### config.mk
export PLATFORM = sky130hd
export DESIGN_NAME = sump_ctrl_flat
export DESIGN_NICKNAME = d
export VERILOG_FILES = /design/src/rtl/sump_ctrl_pkg.sv /design/src/rtl/sump_ctrl_if.sv /design/src/rtl/sump_id_tx.sv /design/src/rtl/sump_ctrl.sv /design/src/flat_wrapper.sv
export SDC_FILE = /design/constraint.sdc
export NUM_CORES = 1
export LEC_CHECK = 0
export CORE_MARGIN = 3
export CORE_UTILIZATION = 45
export DETAILED_ROUTE_END_ITERATION = 8
export HOLD_SLACK_MARGIN = 0.03
export PLACE_DENSITY = 0.76
export SLEW_MARGIN = 0
export SYNTH_ARGS = -nofsm -noshare
export SYNTH_HDL_FRONTEND = slang
export SYNTH_SLANG_ARGS = --single-unit
### constraint.sdc
create_clock -name clk_i -period 3.8 [get_ports clk_i]
set_clock_uncertainty 0.05 [all_clocks]
set_input_delay 0.38 -clock clk_i [delete_from_list [all_inputs] [get_ports clk_i]]
set_output_delay 0.38 -clock clk_i [all_outputs]
set_load 0.005 [all_outputs]
### src/rtl/sump_ctrl_pkg.sv
// rtl/sump_ctrl_pkg.sv - shared opcodes, field widths and FSM state for the SUMP command controller
package sump_ctrl_pkg;

    localparam int OPC_W = 8;
    localparam int ARG_W = 32;

    localparam logic [OPC_W-1:0] OP_RESET    = 8'h00;
    localparam logic [OPC_W-1:0] OP_ARM      = 8'h01;
    localparam logic [OPC_W-1:0] OP_ID       = 8'h02;
    localparam logic [OPC_W-1:0] OP_DIV      = 8'h80;
    localparam logic [OPC_W-1:0] OP_CNT      = 8'h81;
    localparam logic [OPC_W-1:0] OP_FLAGS    = 8'h82;
    // Stage opcodes carry the stage index in bits [3:2] on top of these bases
    localparam logic [OPC_W-1:0] OP_TRG_MASK = 8'hC0;
    localparam logic [OPC_W-1:0] OP_TRG_VAL  = 8'hC1;
    localparam logic [OPC_W-1:0] OP_TRG_CFG  = 8'hC2;

    localparam logic [31:0] ID_WORD_DEFAULT = 32'h534C4131;

    typedef enum logic {
        ST_IDLE,
        ST_SEND
    } tx_state_e;

endpackage

### src/rtl/sump_ctrl_if.sv
// rtl/sump_ctrl_if.sv - command input and transmitter byte handshake bundle
interface sump_ctrl_if;
    import sump_ctrl_pkg::*;

    logic [OPC_W+ARG_W-1:0] cmd_i;
    logic                   stb_i;
    logic [7:0]             tx_data_o;
    logic                   tx_stb_o;
    logic                   tx_ack_i;

    modport master (
        output cmd_i, stb_i, tx_ack_i,
        input  tx_data_o, tx_stb_o
    );

    modport slave (
        input  cmd_i, stb_i, tx_ack_i,
        output tx_data_o, tx_stb_o
    );

endinterface

### src/rtl/sump_id_tx.sv
// rtl/sump_id_tx.sv - sequences the 4-byte ID reply onto the transmitter handshake
module sump_id_tx
    import sump_ctrl_pkg::*;
#(
    parameter logic [31:0] ID_WORD = ID_WORD_DEFAULT
) (
    input  logic       clk_i,
    input  logic       rst_in,
    input  logic       start,
    input  logic       abort,
    input  logic       tx_ack,
    output logic [7:0] tx_data,
    output logic       tx_stb
);

    tx_state_e  state_q, state_d;
    logic [1:0] idx_q, idx_d;

    always_ff @(posedge clk_i or negedge rst_in) begin
        if (!rst_in) begin
            state_q <= ST_IDLE;
            idx_q   <= 2'd0;
        end else begin
            state_q <= state_d;
            idx_q   <= idx_d;
        end
    end

    // A start while already sending is dropped, never queued
    always_comb begin
        state_d = state_q;
        idx_d   = idx_q;
        unique case (state_q)
            ST_IDLE: begin
                if (start) begin
                    state_d = ST_SEND;
                    idx_d   = 2'd0;
                end
            end
            ST_SEND: begin
                if (abort) begin
                    state_d = ST_IDLE;
                end else if (tx_ack) begin
                    if (idx_q == 2'd3) begin
                        state_d = ST_IDLE;
                    end else begin
                        idx_d = idx_q + 2'd1;
                    end
                end
            end
            default: state_d = ST_IDLE;
        endcase
    end

    assign tx_stb  = (state_q == ST_SEND);
    assign tx_data = tx_stb ? ID_WORD[{idx_q, 3'b000} +: 8] : 8'h00;

endmodule

### src/rtl/sump_ctrl.sv
// rtl/sump_ctrl.sv - SUMP command decode, configuration registers and sampler pulses
module sump_ctrl
    import sump_ctrl_pkg::*;
#(
    parameter int          NUM_STAGES = 4,
    parameter logic [31:0] ID_WORD    = ID_WORD_DEFAULT
) (
    input  logic                    clk_i,
    input  logic                    rst_in,
    sump_ctrl_if.slave              bus,
    output logic                    arm_o,
    output logic                    soft_rst_o,
    output logic [32*NUM_STAGES-1:0] trg_mask_o,
    output logic [32*NUM_STAGES-1:0] trg_val_o,
    output logic [32*NUM_STAGES-1:0] trg_cfg_o,
    output logic [23:0]             div_o,
    output logic [15:0]             read_cnt_o,
    output logic [15:0]             delay_cnt_o,
    output logic [31:0]             flags_o
);

    logic [OPC_W-1:0] opc;
    logic [ARG_W-1:0] arg;
    logic [1:0]       stage;
    logic [OPC_W-1:0] trg_base;
    logic             trg_hit;

    logic [NUM_STAGES-1:0][31:0] trg_mask_q, trg_val_q, trg_cfg_q;
    logic [23:0] div_q;
    logic [15:0] read_cnt_q, delay_cnt_q;
    logic [31:0] flags_q;
    logic        arm_q, soft_rst_q;

    assign opc      = bus.cmd_i[OPC_W-1:0];
    assign arg      = bus.cmd_i[OPC_W+ARG_W-1:OPC_W];
    assign stage    = opc[3:2];
    assign trg_base = {opc[7:4], 2'b00, opc[1:0]};
    // Only stage opcodes addressing an instantiated stage touch the trigger bank
    assign trg_hit  = bus.stb_i && (int'(stage) < NUM_STAGES) &&
                      ((trg_base == OP_TRG_MASK) || (trg_base == OP_TRG_VAL) ||
                       (trg_base == OP_TRG_CFG));

    always_ff @(posedge clk_i or negedge rst_in) begin
        if (!rst_in) begin
            trg_mask_q  <= '0;
            trg_val_q   <= '0;
            trg_cfg_q   <= '0;
            div_q       <= '0;
            read_cnt_q  <= '0;
            delay_cnt_q <= '0;
            flags_q     <= '0;
            arm_q       <= 1'b0;
            soft_rst_q  <= 1'b0;
        end else begin
            arm_q      <= bus.stb_i && (opc == OP_ARM);
            soft_rst_q <= bus.stb_i && (opc == OP_RESET);
            if (bus.stb_i && opc == OP_DIV) begin
                div_q <= arg[23:0];
            end
            if (bus.stb_i && opc == OP_CNT) begin
                read_cnt_q  <= arg[15:0];
                delay_cnt_q <= arg[31:16];
            end
            if (bus.stb_i && opc == OP_FLAGS) begin
                flags_q <= arg;
            end
            for (int s = 0; s < NUM_STAGES; s++) begin
                if (trg_hit && int'(stage) == s) begin
                    if (trg_base == OP_TRG_MASK) trg_mask_q[s] <= arg;
                    if (trg_base == OP_TRG_VAL)  trg_val_q[s]  <= arg;
                    if (trg_base == OP_TRG_CFG)  trg_cfg_q[s]  <= arg;
                end
            end
        end
    end

    sump_id_tx #(
        .ID_WORD (ID_WORD)
    ) u_id_tx (
        .clk_i   (clk_i),
        .rst_in  (rst_in),
        .start   (bus.stb_i && (opc == OP_ID)),
        .abort   (bus.stb_i && (opc == OP_RESET)),
        .tx_ack  (bus.tx_ack_i),
        .tx_data (bus.tx_data_o),
        .tx_stb  (bus.tx_stb_o)
    );

    assign arm_o       = arm_q;
    assign soft_rst_o  = soft_rst_q;
    assign trg_mask_o  = trg_mask_q;
    assign trg_val_o   = trg_val_q;
    assign trg_cfg_o   = trg_cfg_q;
    assign div_o       = div_q;
    assign read_cnt_o  = read_cnt_q;
    assign delay_cnt_o = delay_cnt_q;
    assign flags_o     = flags_q;

endmodule

### src/flat_wrapper.sv
// flat-port wrapper written by rule: the top's interface ports become plain ports
module sump_ctrl_flat import sump_ctrl_pkg::*;
#(
    parameter int          NUM_STAGES = 4,
    parameter logic [31:0] ID_WORD    = ID_WORD_DEFAULT
)
  (clk_i, rst_in, arm_o, soft_rst_o, trg_mask_o, trg_val_o, trg_cfg_o, div_o, read_cnt_o, delay_cnt_o, flags_o, bus_cmd_i, bus_stb_i, bus_tx_ack_i, bus_tx_data_o, bus_tx_stb_o);
  sump_ctrl_if bus_i ();
  input  logic clk_i;
  input  logic rst_in;
  output logic arm_o;
  output logic soft_rst_o;
  output logic [32*NUM_STAGES-1:0] trg_mask_o;
  output logic [32*NUM_STAGES-1:0] trg_val_o;
  output logic [32*NUM_STAGES-1:0] trg_cfg_o;
  output logic [23:0] div_o;
  output logic [15:0] read_cnt_o;
  output logic [15:0] delay_cnt_o;
  output logic [31:0] flags_o;
  input wire logic [$bits(bus_i.cmd_i)-1:0] bus_cmd_i;
  input wire logic [$bits(bus_i.stb_i)-1:0] bus_stb_i;
  input wire logic [$bits(bus_i.tx_ack_i)-1:0] bus_tx_ack_i;
  output wire logic [$bits(bus_i.tx_data_o)-1:0] bus_tx_data_o;
  output wire logic [$bits(bus_i.tx_stb_o)-1:0] bus_tx_stb_o;
  assign bus_i.cmd_i = bus_cmd_i;
  assign bus_i.stb_i = bus_stb_i;
  assign bus_i.tx_ack_i = bus_tx_ack_i;
  assign bus_tx_data_o = bus_i.tx_data_o;
  assign bus_tx_stb_o = bus_i.tx_stb_o;
  sump_ctrl #(.NUM_STAGES(NUM_STAGES), .ID_WORD(ID_WORD)) u_core (.clk_i(clk_i), .rst_in(rst_in), .bus(bus_i), .arm_o(arm_o), .soft_rst_o(soft_rst_o), .trg_mask_o(trg_mask_o), .trg_val_o(trg_val_o), .trg_cfg_o(trg_cfg_o), .div_o(div_o), .read_cnt_o(read_cnt_o), .delay_cnt_o(delay_cnt_o), .flags_o(flags_o));
endmodule
Word-level counts from Yosys, hierarchy flattened
Cells that the tools add are included.
Storage, ports and cells
  register bits: 477
  output and inout bits: 483
Cells by class
  add/subtract/negate cells: 1
  eq/ne operators: 16
  shift-type cells: 1
  muxes and demuxes: 11
  bitwise logic cells: 1
  reductions and logical operators: 28
Operators by type and width (number)
  $shiftx 32x6->8 const A: 1
  $eq 8x8->1 const B: 3
  $reduce_and 2->1: 12
  $eq 6x6->1 const B: 3
  $logic_and 1x1->1: 11
  $eq 8x1->1 const B: 1
  $eq 8x2->1 const B: 1
  $logic_not 8->1: 1
  $mux 2: 4
  $mux 8: 1
  $ne 2x2->1 const B: 4
  $eq 2x2->1 const B: 3
  $mux 1: 4
  $pmux 2 s2: 1
  $reduce_and 4->1: 1
  $add 2x1->2 const B: 1
  $eq 2x1->1 const B: 1
  $logic_not 2->1: 1
  $logic_or 1x1->1: 2
  $pmux 1 s2: 1
  $not 1->1: 1

Logic depth before layout (Yosys ltp)
  depth after elaboration: 6
  gate-level depth with buffers: 6
  gate-level depth less buffers: 4

Modules after synthesis
Synthesis repeated with hierarchy kept, for this count alone.
Second synthesis, totals
  cells, all modules: 1085
  area total of the unflattened synthesis: 18007.3 um^2
By module, submodules not included
  sump_ctrl: times used 1, cells each 1056, area an instance 17723.2 um^2, seq. area each 11861.4 um^2
  sump_id_tx: times used 1, cells each 29, area an instance 284.0 um^2, seq. area each 75.1 um^2

Worst setup path after synthesis
Ideal clock, no wire load.
  kind: input to register
  start: input bus_cmd_i[6]
  end: register u_core.trg_mask_q, in the netlist u_core.trg_mask_o[10]
  library setup time: 0.125 ns
  arrival time: 2.072 ns
  required time: 3.625 ns
  setup slack: 1.553 ns
  stages: 6
  buffers on the path: 3
  cells stage by stage: buf_2 -> or3b_1 -> or4b_1 -> buf_6 -> buf_12 -> mux2_4
Between the ends
  cells in the longest elaborated chain, start to end: 6
  elaborated cells between the ends (all ways): 8
  those cells by class: eq/ne (3); reduce/logical (5)
RTL lines
  from (decl): RTL line flat_wrapper.sv:20  | input wire logic [$bits(bus_i.cmd_i)-1:0] bus_cmd_i;
  $eq 6x6->1, on equally long branches: RTL line sump_ctrl.sv:40, sump_ctrl.sv:69
  $logic_or 1x1->1 (2 in series): RTL line sump_ctrl.sv:40  | ((trg_base == OP_TRG_MASK) || (trg_base == OP_TRG_VAL) ||
  $logic_and 1x1->1: RTL line sump_ctrl.sv:39  | assign trg_hit = bus.stb_i && (int'(stage) < NUM_STAGES) &&
  $logic_and 1x1->1: RTL line sump_ctrl.sv:68  | if (trg_hit && int'(stage) == s) begin
  $reduce_and 2->1 (no line) *
  to (signal, indexed assignment): RTL line sump_ctrl.sv:69  | if (trg_base == OP_TRG_MASK) trg_mask_q[s] <= arg;
  to (decl): RTL line sump_ctrl.sv:28  | logic [NUM_STAGES-1:0][31:0] trg_mask_q, trg_val_q, trg_cfg_q;
Mark *: on every way between the ends. The rest lies on a longest branch, timed or not.
A chain may end at the register's enable or synchronous reset.

Worst setup path in the final report
  start: input bus_cmd_i[1]
  end: register u_core.trg_mask_q, in the netlist u_core.trg_mask_o[70]
Same word-level chain as after synthesis.

==> flow_summary.yaml <==
critical_path:
  r2r_start: "u_core.u_id_tx.tx_stb$_DFF_PN0_"
  worst-path-max-fanout: 32
  critPathLaunchType: "primary input"
  cp_data_required_time_ns: 4.19
  crit_arrival_ns: 3.09
  critical_path.cell_chain: "clkdlybuf4s50_1 -> or4b_4 -> nor3b_4 -> nand4b_4 -> mux2_2"
  cp-startpoint: "bus_cmd_i[1]"
  path_class: "in -> reg"
  cpMaxStageDelayCell: "or4b_4"
  slowest_delay_ns: 0.63
  endpoint_kind: "register"
synthesis:
  synth_fp_nets: 1138
  synth_fa_ha_area_share_pct: 0.342
  synth.lib_cells_used.distinct: 33
  syn_inst: 1089
  synth_top_area_share_pct: 65.3
  synthSimpleGateAreaFrac_pct: 1.87
  yosysTopAreaCell: "dfrtp_1"
  yosys.area_share.xor_xnor_pct: 0
  synth_ff_type: "dfrtp_1"
  synth-seq-cells: 477
  ys_warn_count: 0
  seq_area_frac_synth_pct: 65.3
  synth_compound_area_share_pct: 0
  synth_edf_count: 0
  synth.area.mux_share_pct: 29.8
  avgSynthCellArea_um2: 16.8
  synth_top_family_by_area: "multiplexers"
  synthTopCellsByArea: "dfrtp_1 (65%), mux2_2 (27%), mux2_4 (2.5%)"
  async_reset_ff_share_pct: 100
  synth_area_um2: 18300
cells_and_area:
  layout_common_cells: "clkdlybuf4s50_1 (524), dfrtp_1 (477), mux2_2 (434), clkbuf_16 (51), mux2_4 (30)"
  final_common_cell: "clkdlybuf4s50_1"
  regArea_um2: 11900
  multi_input_area_um2: 5940
  nets: 1658
  area_growth_pct: 42.3
  final_cells: 2176
  fill_cells: 2841
  drive_gt1_share_pct: 36.2
floorplan:
  die_area_um2: 43100
  start_util_pct: 45.8
  coreArea_um2: 39900
  rows: 73
  ioPinCount: 527
  die_w_um: 208
  die_h_um: 208
global_route:
  antenna_found_initial: 2
  met2_usage_pct: 43.0
  grt_max_degree: 103
  track_usage_pct: 25.5
  busiest_layer: "met2"
  grt_pass1_vias: 12200
  grt_use_met1_pct: 31.2
  grt_pass1_wl_um: 82900
  gr-total-overflow: 0
  grt_use_met3_pct: 8.10
detailed_routing:
  drcViolationCount: 0
  vias: 11400
  viasPerCell: 5.26
  dr.pass1.iters: 4
  drtIter0Drc: 502
  routed_wl_um: 55600
  ant_nets: 0
  wl_per_cell_um: 25.5
power:
  comb_power_share_pct: 9.4
  p_switching_mw: 2.63
  power_frac_clock_pct: 45.3
  pwr_density_cell_nw_per_um2: 463
  swShare_pct: 21.9
  p_leak_nw: 12.4
  power.internal_mw: 9.41
  ir_drop_uv: 382
  seqPwrFrac_pct: 45.3
  power_mw: 12.0
timing:
  finalCriticalPeriod_ns: 2.69
  rsz0062_at_grt: "no"
  tightest_slew_ns: 0.933
  finalHoldWorstSlack_ns: 0.281
  fin_crit_sh_pct: 70.8
  maxSlewHeadroom_pct: 37.6
  finalHoldViolCount: 0
  max_freq_mhz: 372
  finalSetupViolCount: 0
  slew_viol_final: 0
  setup_ws_ns: 1.11
  fin_setup_tns_ns: 0
cts:
  numCtsBuffers: 49
  hold_buffers: 1
  cts_setup_buffers: 0
  cts_tree: "built"
  cts.sinks: 477
  cts_root_buf: "clkbuf_16"
  clk_pin_slew_worst_paths_ns: 0.06
  cts-resized-gates: 0
  clockBufferDepth: 3
  clk_latency_ns: 0.57
  htreeDepth: 2
placement:
  portBuffers: 525
  hpwl_um: 38400
  place_ws_ns: 0.536
  gp_congestion: 0.796
  dp.cells: 2082
hold_path:
  hp-class: "in -> async"
flow_run:
  drv_cap: 0
outcome:
  status: "finished clean"
## worst paths after layout
check	depth (start not counted)	to	slack [ns]
setup reg to reg	4	u_core.u_id_tx.idx_q[0]$_DFFE_PN0P_	2.37
hold reg to reg	1	u_core.trg_mask_o[43]$_DFFE_PN0P_	0.45
min in group clk_i	4	u_core.u_id_tx.tx_stb$_DFF_PN0_	0.43
setup / recovery	5	u_core.trg_mask_o[70]$_DFFE_PN0P_	1.11
max in group asynchronous	3	u_core.trg_mask_o[79]$_DFFE_PN0P_	2.43
hold / removal	2	u_core.trg_mask_o[126]$_DFFE_PN0P_	0.28
## final cells by class
type,instances,area share (%)
Antenna cell,1,0.00962
Sequential cell,477,45.9
Multi-Input combinational cell,525,22.8
Timing Repair Buffer,552,21.5
Clock inverter,29,1.77
Tap cell,525,2.53
Clock buffer,63,5.43
Inverter,4,0.0577
## per-stage QoR
step	area (um^2)	util, %
after floorplan	18300	-
after global placement	24100	60.4
after detailed placement	24100	60.4
after CTS	26000	65.2
after global routing	26000	65.2
final	26000	65.2
## cells in the mapped netlist (3+ instances only)
master / instances
buf_2: 17
clkbuf_1: 51
dfrtp_1: 477
nand2_1: 6
mux2_4: 30
mux2_2: 434
buf_6: 10
nand3_1: 3
and2_1: 3
buf_12: 3
inv_1: 4
nor2b_1: 3
mux2_1: 8
nor2_1: 10
ha_1: 5
## logic make-up after synthesis
family / Yosys count
flops: 477
fa+ha+maj: 5
other cells: 1
simple gates: 45
mux: 474
buf+inv: 87
## power by group through the flow
| stage | combinational (mW) | sequential (mW) | clock (mW) |
|---|---|---|---|
| after floorplan | 0.286 | 5.55 | 0 |
| after detailed placement | 1.14 | 5.55 | 0 |
| after global placement | 1.12 | 5.53 | 0 |
| after global routing | 1.20 | 5.49 | 5.76 |
| after CTS | 1.15 | 5.46 | 5.56 |
| final | 1.13 | 5.46 | 5.46 |
## sequential cells by signal, indices dropped and copies added, names as in the netlist, 2 cells and up
register / cells
u_core.trg_cfg_o: 128
u_core.trg_mask_o: 128
u_core.trg_val_o: 128
u_core.flags_o: 32
u_core.div_o: 24
u_core.delay_cnt_o: 16
u_core.read_cnt_o: 16
u_core.u_id_tx.idx_q: 2
## per-layer routing
metal	wire length, um	part of all wire, %
met4	1940	3.5
met3	4470	8.0
met2	27400	49
met5	7	0.013
met1	21700	39
## worst max-delay path: cells and delay by family
kind / cells / cell delay, ns
simple gates: 3 / 1.65
buf+inv: 1 / 0.52
mux: 1 / 0.50
(Power assumes the default switching activity.)
